[src/rtl/uart_tx_scheduler.sv]
// Round-robin owner of the shared UART byte transmitter: one requester per whole message, bytes paced by tx_ready.
// Grant 1 cycle after req_valid in IDLE; tx_start holds until tx_ready; a requester idle in FETCH too long is aborted.
module uart_tx_scheduler #(
  parameter int NUM_REQ       = 3,
  parameter int STALL_TIMEOUT = 1_000_000,
  parameter int TO_W          = 20
) (
  input  logic                   clk,
  input  logic                   reset,
  input  logic [NUM_REQ-1:0]     req_valid,
  input  logic [8*NUM_REQ-1:0]   req_data,
  input  logic [NUM_REQ-1:0]     req_last,
  output logic [NUM_REQ-1:0]     req_ready,
  output logic [NUM_REQ-1:0]     grant,
  output logic                   tx_start,
  output logic [7:0]             tx_data,
  input  logic                   tx_ready,
  output logic                   busy,
  output logic                   msg_done,
  output logic                   timeout_err
);

  localparam int PTR_W = $clog2(NUM_REQ);

  typedef enum logic [2:0] {
    S_IDLE,
    S_FETCH,
    S_START,
    S_WAIT_BUSY,
    S_WAIT_IDLE
  } state_t;

  state_t             state_q, state_d;
  logic [PTR_W-1:0]   rr_ptr_q, rr_ptr_d;
  logic [PTR_W-1:0]   g_q, g_d;
  logic [NUM_REQ-1:0] grant_q, grant_d;
  logic [7:0]         tx_data_q, tx_data_d;
  logic               last_q, last_d;
  logic [TO_W-1:0]    stall_q, stall_d;
  logic               msg_done_q, msg_done_d;
  logic               timeout_q, timeout_d;

  logic               found;
  logic [PTR_W-1:0]   hit;
  logic [PTR_W:0]     sum;
  logic               sel_valid;
  logic [7:0]         sel_data;
  logic               sel_last;
  logic [PTR_W-1:0]   g_next;

  always_ff @(posedge clk) begin
    if (!reset) begin
      state_q    <= S_IDLE;
      rr_ptr_q   <= '0;
      g_q        <= '0;
      grant_q    <= '0;
      tx_data_q  <= 8'h00;
      last_q     <= 1'b0;
      stall_q    <= '0;
      msg_done_q <= 1'b0;
      timeout_q  <= 1'b0;
    end else begin
      state_q    <= state_d;
      rr_ptr_q   <= rr_ptr_d;
      g_q        <= g_d;
      grant_q    <= grant_d;
      tx_data_q  <= tx_data_d;
      last_q     <= last_d;
      stall_q    <= stall_d;
      msg_done_q <= msg_done_d;
      timeout_q  <= timeout_d;
    end
  end

  // Round-robin scan starting at rr_ptr; the first hit has the lowest distance.
  always_comb begin
    found = 1'b0;
    hit   = '0;
    sum   = '0;
    for (int k = 0; k < NUM_REQ; k++) begin
      sum = {1'b0, rr_ptr_q} + (PTR_W+1)'(k);
      if (sum >= (PTR_W+1)'(NUM_REQ)) sum = sum - (PTR_W+1)'(NUM_REQ);
      if (!found && req_valid[sum[PTR_W-1:0]]) begin
        found = 1'b1;
        hit   = sum[PTR_W-1:0];
      end
    end
  end

  always_comb begin
    sel_valid = 1'b0;
    sel_data  = 8'h00;
    sel_last  = 1'b0;
    for (int i = 0; i < NUM_REQ; i++) begin
      if (g_q == PTR_W'(i)) begin
        sel_valid = req_valid[i];
        sel_data  = req_data[i*8 +: 8];
        sel_last  = req_last[i];
      end
    end
  end

  assign g_next = (g_q == PTR_W'(NUM_REQ-1)) ? '0 : g_q + 1'b1;

  always_comb begin
    state_d    = state_q;
    rr_ptr_d   = rr_ptr_q;
    g_d        = g_q;
    grant_d    = grant_q;
    tx_data_d  = tx_data_q;
    last_d     = last_q;
    stall_d    = stall_q;
    msg_done_d = 1'b0;
    timeout_d  = 1'b0;
    case (state_q)
      S_IDLE: begin
        if (found) begin
          g_d          = hit;
          grant_d      = '0;
          grant_d[hit] = 1'b1;
          stall_d      = '0;
          state_d      = S_FETCH;
        end
      end
      S_FETCH: begin
        if (sel_valid) begin
          tx_data_d = sel_data;
          last_d    = sel_last;
          stall_d   = '0;
          state_d   = S_START;
        end else if (stall_q == TO_W'(STALL_TIMEOUT-1)) begin
          timeout_d = 1'b1;
          grant_d   = '0;
          rr_ptr_d  = g_next;
          stall_d   = '0;
          state_d   = S_IDLE;
        end else begin
          stall_d = stall_q + 1'b1;
        end
      end
      S_START: begin
        if (tx_ready) state_d = S_WAIT_BUSY;
      end
      S_WAIT_BUSY: begin
        if (!tx_ready) state_d = S_WAIT_IDLE;
      end
      S_WAIT_IDLE: begin
        if (tx_ready) begin
          if (last_q) begin
            msg_done_d = 1'b1;
            grant_d    = '0;
            rr_ptr_d   = g_next;
            state_d    = S_IDLE;
          end else begin
            state_d = S_FETCH;
          end
        end
      end
      default: state_d = S_IDLE;
    endcase
  end

  assign req_ready   = (state_q == S_FETCH) ? grant_q : '0;
  assign grant       = grant_q;
  assign tx_start    = (state_q == S_START);
  assign tx_data     = tx_data_q;
  assign busy        = (state_q != S_IDLE);
  assign msg_done    = msg_done_q;
  assign timeout_err = timeout_q;

endmodule
[config.mk]
export PLATFORM = sky130hd
export DESIGN_NAME = uart_tx_scheduler
export DESIGN_NICKNAME = d
export VERILOG_FILES = /design/src/rtl/uart_tx_scheduler.sv
export SDC_FILE = /design/constraint.sdc
export NUM_CORES = 1
export LEC_CHECK = 0
export ABC_AREA = 0
export BUFFER_PORTS_ARGS = -buffer_cell sky130_fd_sc_hd__buf_2
export CORE_MARGIN = 2
export CORE_UTILIZATION = 45
export DETAILED_ROUTE_END_ITERATION = 10
export GPL_TIMING_DRIVEN = 0
export PLACE_DENSITY = 0.71
export SLEW_MARGIN = 20
export SYNTH_ARGS = -nofsm -noshare
export SYNTH_HDL_FRONTEND = slang
export SYNTH_SLANG_ARGS = --single-unit
[constraint.sdc]
create_clock -name clk -period 2.9 [get_ports clk]
set_clock_uncertainty 0.2 [all_clocks]
set_input_delay 0.58 -clock clk [delete_from_list [all_inputs] [get_ports clk]]
set_output_delay 0.58 -clock clk [all_outputs]
set_load 0.1 [all_outputs]
==> flow_summary.json, run 1 <==
{
  "design.die.area_um2": 6129,
  "synth_simple_gate_area_share_pct": 30.48,
  "port_buffers": 49,
  "floorplan.die.height_um": 78.29,
  "critical_path.startpoint_type": "flip-flop",
  "power_density_nw_per_um2": 633.3,
  "postSynthCellCount": 290,
  "yosys_register_bits": 41,
  "synthMuxAreaShare_pct": 6.348,
  "initial_utilization_pct": 45.95,
  "maxCapViolCount": 0,
  "rsz_0062_raised_after_global_routing": "no",
  "multi_input_comb_area_um2": 1551,
  "tns_ns": 0,
  "synthDominantCellAreaShare_pct": 33.05,
  "yosysWarningCount": 0,
  "place_hpwl_mm": 3.977,
  "h-tree-depth": 2,
  "syn-cell-area_um2": 2484,
  "worst_pin_slew_ns": 0.7171,
  "total_of_fill_cells_in_the_finished_design": 525,
  "route.detailed.drc": 0,
  "combinationalPowerShare_pct": 42.8,
  "yosysTopAreaCell": "sky130_fd_sc_hd__dfxtp_1",
  "hold_class": "flip-flop to flip-flop",
  "critical_path_peak_fanout": 10,
  "outcome": "completed",
  "cts_hold_buffers": 0,
  "vias_post_dr": 2272,
  "rows": 27,
  "globalplace.congestion": 0.8268,
  "p_int_mw": 1.025,
  "hold_ws_ns": 0.2637,
  "antenna_violations_before_repair": 0,
  "p_clk_share_pct": 22.4,
  "final_hold_viol_count": 0,
  "first_global_vias": 2042,
  "power.leakage_nw": 1.194,
  "clock-root-buffer": "sky130_fd_sc_hd__clkbuf_8",
  "synth.avg_cell_area_um2": 8.564,
  "detail-route-antenna-nets": 0,
  "edff_count_synth": 0,
  "area_growth_pct": 18.74,
  "crit_required_ns": 2.12,
  "seqPwrFrac_pct": 34.8,
  "min_period_over_period_pct": 94.86,
  "cts_tree": "yes",
  "nNetsFinal": 384,
  "post_drt_via_cell_ratio": 5.410,
  "grt_max_degree": 13,
  "wl_mm": 5.472,
  "ys_async_sr_fraction_pct": 0,
  "grt_pass1_wl_mm": 9.377,
  "synthTopCellsByArea": "sky130_fd_sc_hd__dfxtp_1 33%, sky130_fd_sc_hd__mux2i_1 4.8%, sky130_fd_sc_hd__nand2_1 4.8%",
  "netSwitchingFraction_pct": 45.11,
  "post_synth_num_cell_types": 57,
  "post_synthesis_compound_gate_area_fraction_pct": 18.84,
  "arrival_ns": 1.97,
  "setup.worst_path.end_class": "output port",
  "final_max_slew_viol_count": 0,
  "grt_overflow": 0,
  "ff_latch_area_um2": 820.8,
  "post_route_cells_drive_above_1_share_pct": 24.14,
  "latest_clock_arrival_within_the_worst_skew_pair_ns": 0.30,
  "io_pins": 51,
  "route.detailed.wl_per_inst_um": 13.03,
  "1st_iter_drt_viols": 96,
  "synth_fp_nets": 327,
  "relSlewSlack_pct": 52.20,
  "cts.clk_slew.worst_paths_ns": 0.08,
  "irDropWorstVdd_v": 0.0003953,
  "total_switching_power_mw": 0.8424,
  "cts-buffers-inserted": 5,
  "cts.sink_count": 41,
  "max_freq_mhz": 363.5,
  "synthFlopType": "sky130_fd_sc_hd__dfxtp_1",
  "drt_pass1_iterations": 4,
  "combinational_family_with_the_most_area_after_synthesis": "simple AND/OR/NAND/NOR gates",
  "setup_viol_count_final": 0,
  "synth.yosys.seq_area_share_pct": 33.05,
  "die_x_um": 78.29,
  "synth_adder_area_share_pct": 2.015,
  "crit_type": "flip-flop to output port",
  "synthXorXnorAreaFrac_pct": 4.232,
  "antenna_cells": 0,
  "clock_path_buffers": 2,
  "final_period_minus_worst_setup_slack_ns": 2.751,
  "fin_util_pct": 54.56,
  "fp.coreArea_um2": 5405,
  "grt_use_total_pct": 18.66
}
## worst paths after layout
kind | slack (ns) | depth (start not counted) | start | to
min reg2reg | 0.26 | 2 | grant[1]$_SDFFE_PN0P_ | grant[1]$_SDFFE_PN0P_
max | 0.15 | 4 | state_q[1]$_SDFFE_PN0P_ | tx_start
max reg2reg | 0.16 | 11 | rr_ptr_q[0]$_SDFFE_PN0P_ | stall_q[2]$_SDFFE_PN0P_
min | 0.26 | 2 | grant[1]$_SDFFE_PN0P_ | grant[1]$_SDFFE_PN0P_
## stage by stage
step           instances  worst slack [ns]  area, um2  power, mW
2_1_floorplan        290           0.07732       2489      1.311
3_3_place_gp         411           0.04656       2824      1.448
3_5_place_dp         411          0.006892       2824      1.455
4_1_cts              420           0.09802       2933      1.874
5_1_grt              420           0.03618       2949      1.955
6_report             420            0.1491       2949      1.868
## critical path, stage by stage (launching register included)
cell                       delay [ns]
sky130_fd_sc_hd__dfxtp_1         0.38
sky130_fd_sc_hd__clkbuf_1        0.38
sky130_fd_sc_hd__inv_1           0.24
sky130_fd_sc_hd__nor3_2          0.22
sky130_fd_sc_hd__buf_2           0.45
## cells in the mapped netlist (2+ instances only)
master / number
sky130_fd_sc_hd__a31oi_1: 2
sky130_fd_sc_hd__xnor2_1: 7
sky130_fd_sc_hd__nor4_1: 2
sky130_fd_sc_hd__and3b_1: 3
sky130_fd_sc_hd__a21boi_1: 3
sky130_fd_sc_hd__buf_2: 4
sky130_fd_sc_hd__o21ai_1: 6
sky130_fd_sc_hd__inv_1: 13
sky130_fd_sc_hd__a21oi_1: 13
sky130_fd_sc_hd__o211ai_1: 11
sky130_fd_sc_hd__nand2_1: 32
sky130_fd_sc_hd__o211a_1: 9
sky130_fd_sc_hd__nor4b_1: 3
sky130_fd_sc_hd__o31ai_1: 2
sky130_fd_sc_hd__a21o_1: 2
sky130_fd_sc_hd__nor4bb_1: 2
sky130_fd_sc_hd__nand2b_1: 6
sky130_fd_sc_hd__buf_1: 2
sky130_fd_sc_hd__or4_1: 2
sky130_fd_sc_hd__nor2_4: 10
sky130_fd_sc_hd__mux2i_1: 12
sky130_fd_sc_hd__nor3_1: 8
sky130_fd_sc_hd__dfxtp_1: 41
sky130_fd_sc_hd__and3_1: 4
sky130_fd_sc_hd__a22o_1: 2
sky130_fd_sc_hd__o21ai_0: 7
sky130_fd_sc_hd__a211oi_1: 2
sky130_fd_sc_hd__a21boi_0: 2
sky130_fd_sc_hd__nand3_1: 11
sky130_fd_sc_hd__nand4_1: 7
sky130_fd_sc_hd__nand3b_1: 2
sky130_fd_sc_hd__ha_1: 4
sky130_fd_sc_hd__and2_1: 5
sky130_fd_sc_hd__xor2_1: 5
sky130_fd_sc_hd__buf_6: 2
sky130_fd_sc_hd__clkbuf_1: 7
sky130_fd_sc_hd__nor2_1: 8
sky130_fd_sc_hd__or3_1: 8
## layout make-up
cell class / count / area share, %
clock inverter: 1 / 0.1697
sequential: 41 / 27.83
buffer: 15 / 2.588
inverter: 13 / 1.655
tap: 72 / 3.055
timing repair buffer: 50 / 8.825
clock buffer: 7 / 3.267
multi-input combinational: 221 / 52.61
## repair_timing
item                                    CTS  global route
gates resized for setup                   0             4
setup buffers                             1             0
pin swaps                                 1             0
endpoints found under the setup margin   10            18
## per-layer routing
| layer | global-route usage, % | wire [um] | vias up |
|---|---|---|---|
| li1 | - | - | 1165 |
| met1 | 24.86 | 2646 | 1049 |
| met2 | 30.52 | 2524 | 52 |
| met3 | 4.023 | 239 | 6 |
| met4 | 5.263 | 61 | 0 |
| met5 | 0 | 0 | - |
## sequential cells by signal, indices dropped and copies added (netlist names)
| signal | count |
|---|---|
| g_q | 2 |
| grant | 3 |
| last_q | 1 |
| msg_done | 1 |
| rr_ptr_q | 2 |
| stall_q | 20 |
| state_q | 3 |
| timeout_err | 1 |
| tx_data | 8 |
## power groups by stage
stage          sequential, mW  combinational, mW  clock, mW
2_1_floorplan           0.892              0.419          0
5_1_grt                 0.658              0.846      0.450
3_3_place_gp            0.661              0.787          0
4_1_cts                 0.650              0.797      0.427
6_report                0.651              0.799      0.418
3_5_place_dp            0.662              0.793          0
## placed cells by master (no fill, tap or decap), drive strengths merged, types with 4 or more instances in the layout
| cell | instances |
|---|---|
| nand2 | 33 |
| nand3 | 11 |
| nand2b | 6 |
| or3 | 8 |
| nor3 | 9 |
| o21ai | 14 |
| clkbuf | 17 |
| inv | 13 |
| o211ai | 11 |
| dfxtp | 41 |
| buf | 55 |
| and2 | 5 |
| a21oi | 13 |
| ha | 4 |
| xnor2 | 7 |
| a21boi | 5 |
| nor2 | 19 |
| and3 | 4 |
| o211a | 9 |
| mux2i | 12 |
| xor2 | 5 |
| nand4 | 7 |
## logic make-up (layout without fill, tap and decap cells)
group | count (synthesis) | count (layout)
buffers and inverters | 28 | 86
muxes | 15 | 15
DFF | 41 | 41
and+or+nand+nor | 124 | 124
xor gates and xnor gates | 12 | 12
AOI/OAI and AO/OA | 66 | 66
adders and majority gates | 4 | 4
Note: power is estimated with default switching activity, not from simulation.
==> inputs of run 2 (changes only) <==
PLACE_DENSITY = 0.73   (was 0.71)
==> flow_summary.json, run 2 (synthesis results as in run 1) <==
{
  "initial_utilization_pct": 45.95,
  "rsz_0062_raised_after_global_routing": "no",
  "critical_path.startpoint_type": "flip-flop",
  "io_pins": 51,
  "cts-buffers-inserted": 5,
  "p_clk_share_pct": 20.6,
  "post_drt_via_cell_ratio": 5.415,
  "h-tree-depth": 2,
  "power_density_nw_per_um2": 622.5,
  "layout_commonest_cell": "sky130_fd_sc_hd__buf_2",
  "clock-root-buffer": "sky130_fd_sc_hd__clkbuf_8",
  "p_int_mw": 0.9980,
  "netSwitchingFraction_pct": 45.31,
  "route.detailed.drc": 0,
  "irDropWorstVdd_v": 0.0004646,
  "design.die.area_um2": 6129,
  "combinationalPowerShare_pct": 43.8,
  "arrival_ns": 2.79,
  "hold_class": "flip-flop to flip-flop",
  "global_route.usage.met1_pct": 23.66,
  "crit_type": "flip-flop to flip-flop",
  "route.detailed.wl_per_inst_um": 13.26,
  "flip_flop_count_of_the_largest_register_all_copies_and_words_added": 20,
  "globalplace.congestion": 0.7993,
  "power.leakage_nw": 1.185,
  "final_area_um2": 2932,
  "cts.sink_count": 41,
  "cts.clk_slew.worst_paths_ns": 0.07,
  "grt_pass1_wl_mm": 9.177,
  "port_buffers": 49,
  "first_global_vias": 2063,
  "seqPwrFrac_pct": 35.6,
  "fin_util_pct": 54.24,
  "antenna_cells": 0,
  "final_period_minus_worst_setup_slack_ns": 2.750,
  "die_x_um": 78.29,
  "min_period_over_period_pct": 94.84,
  "antenna_violations_before_repair": 0,
  "final_hold_viol_count": 0,
  "placed_cell_area_um2": 2824,
  "drt_pass1_iterations": 4,
  "grt_overflow": 0,
  "fp.coreArea_um2": 5405,
  "worst_hold_startpoint": "grant[1]$_SDFFE_PN0P_",
  "grt_max_degree": 12,
  "outcome": "completed",
  "clock_path_buffers": 2,
  "maxCapViolCount": 0,
  "total_switching_power_mw": 0.8270,
  "r2r_start": "rr_ptr_q[0]$_SDFFE_PN0P_",
  "place_hpwl_mm": 4.170,
  "vias_post_dr": 2269,
  "crit_required_ns": 2.93,
  "area_growth_pct": 18.04,
  "commonest_non_fill_non_tap_cells_in_the_layout": "51 x sky130_fd_sc_hd__buf_2, 41 x sky130_fd_sc_hd__dfxtp_1, 32 x sky130_fd_sc_hd__nand2_1",
  "latest_clock_arrival_within_the_worst_skew_pair_ns": 0.29,
  "top_register": "stall_q",
  "detail-route-antenna-nets": 0,
  "cts_tree": "yes",
  "floorplan.die.height_um": 78.29,
  "final_max_slew_viol_count": 0,
  "grt_util_met3_pct": 3.333,
  "worst_pin_slew_ns": 0.7450,
  "global_routing_usage_on_met2_pct": 31.12,
  "1st_iter_drt_viols": 149,
  "nNetsFinal": 384,
  "tns_ns": 0,
  "setup_viol_count_final": 0,
  "relSlewSlack_pct": 50.33,
  "grt.busiest_layer": "met2",
  "rows": 27,
  "wl_mm": 5.558,
  "max_freq_mhz": 363.6,
  "critical_path_peak_fanout": 10,
  "worst_setup_path_startpoint": "rr_ptr_q[0]$_SDFFE_PN0P_",
  "post_route_cells_drive_above_1_share_pct": 23.63,
  "setup.worst_path.end_class": "flip-flop",
  "grt_use_total_pct": 18.39
}
==> run 2: critical path, cell delays in order, from the launching register on <==
cell and delay (ns):
sky130_fd_sc_hd__dfxtp_1 0.38, sky130_fd_sc_hd__inv_1 0.06, sky130_fd_sc_hd__ha_1 0.30, sky130_fd_sc_hd__buf_6 0.14, sky130_fd_sc_hd__mux2_4 0.29, sky130_fd_sc_hd__a222oi_1 0.35, sky130_fd_sc_hd__buf_4 0.20, sky130_fd_sc_hd__nand3b_4 0.15
sky130_fd_sc_hd__nand2_4 0.16, sky130_fd_sc_hd__o21ai_4 0.13, sky130_fd_sc_hd__buf_6 0.24, sky130_fd_sc_hd__nor2_4 0.10
==> run 2: area by class of cell <==
class / count / area [um2]
inverters: 13 / 48.80
plain buffers: 15 / 76.32
fillers: 521 / 2474
multi-input cells: 221 / 1551
clock buffers: 7 / 86.33
flip-flops and latches: 41 / 820.8
repair buffers: 50 / 257.7
well taps: 72 / 90.09
==> run 2: worst paths after layout <==
kind	to	slack (ns)	depth (start not counted)
max	stall_q[6]$_SDFFE_PN0P_	0.15	11
min	grant[1]$_SDFFE_PN0P_	0.26	2
max reg2reg	stall_q[6]$_SDFFE_PN0P_	0.15	11
min reg2reg	grant[1]$_SDFFE_PN0P_	0.26	2
==> run 2: what timing repair did <==
item | CTS | global route
pin swaps | 1 | 0
buffers inserted | 1 | 0
hold buffers | 0 | 0
resized for setup | 0 | 3
hold endpoints to repair | 0 | 0
endpoints found under the setup margin | 10 | 17
==> run 2: power groups by stage <==
stage	clock network [mW]	logic, mW	registers [mW]
3_5_place_dp	0	0.793	0.663
5_1_grt	0.412	0.842	0.657
2_1_floorplan	0	0.419	0.892
6_report	0.377	0.799	0.650
3_3_place_gp	0	0.787	0.660
4_1_cts	0.387	0.796	0.650
==> run 2: per-layer routing <==
metal / vias up / part of all wire, %
met5: - / 0
met4: 0 / 1.7
met3: 8 / 3.9
met2: 50 / 48
met1: 1050 / 47
li1: 1161 / -
==> run 2: through the flow <==
step / power [mW] / hold WS (ns) / cells / setup WS, ns
floorplan: 1.311 / 0.2484 / 290 / 0.07732
global placement: 1.447 / 0.2511 / 411 / 0.03937
detailed placement: 1.456 / 0.2556 / 411 / 0.01138
CTS: 1.833 / 0.2657 / 419 / 0.1319
global route: 1.912 / 0.2798 / 419 / 0.004684
finish: 1.825 / 0.2622 / 419 / 0.1496
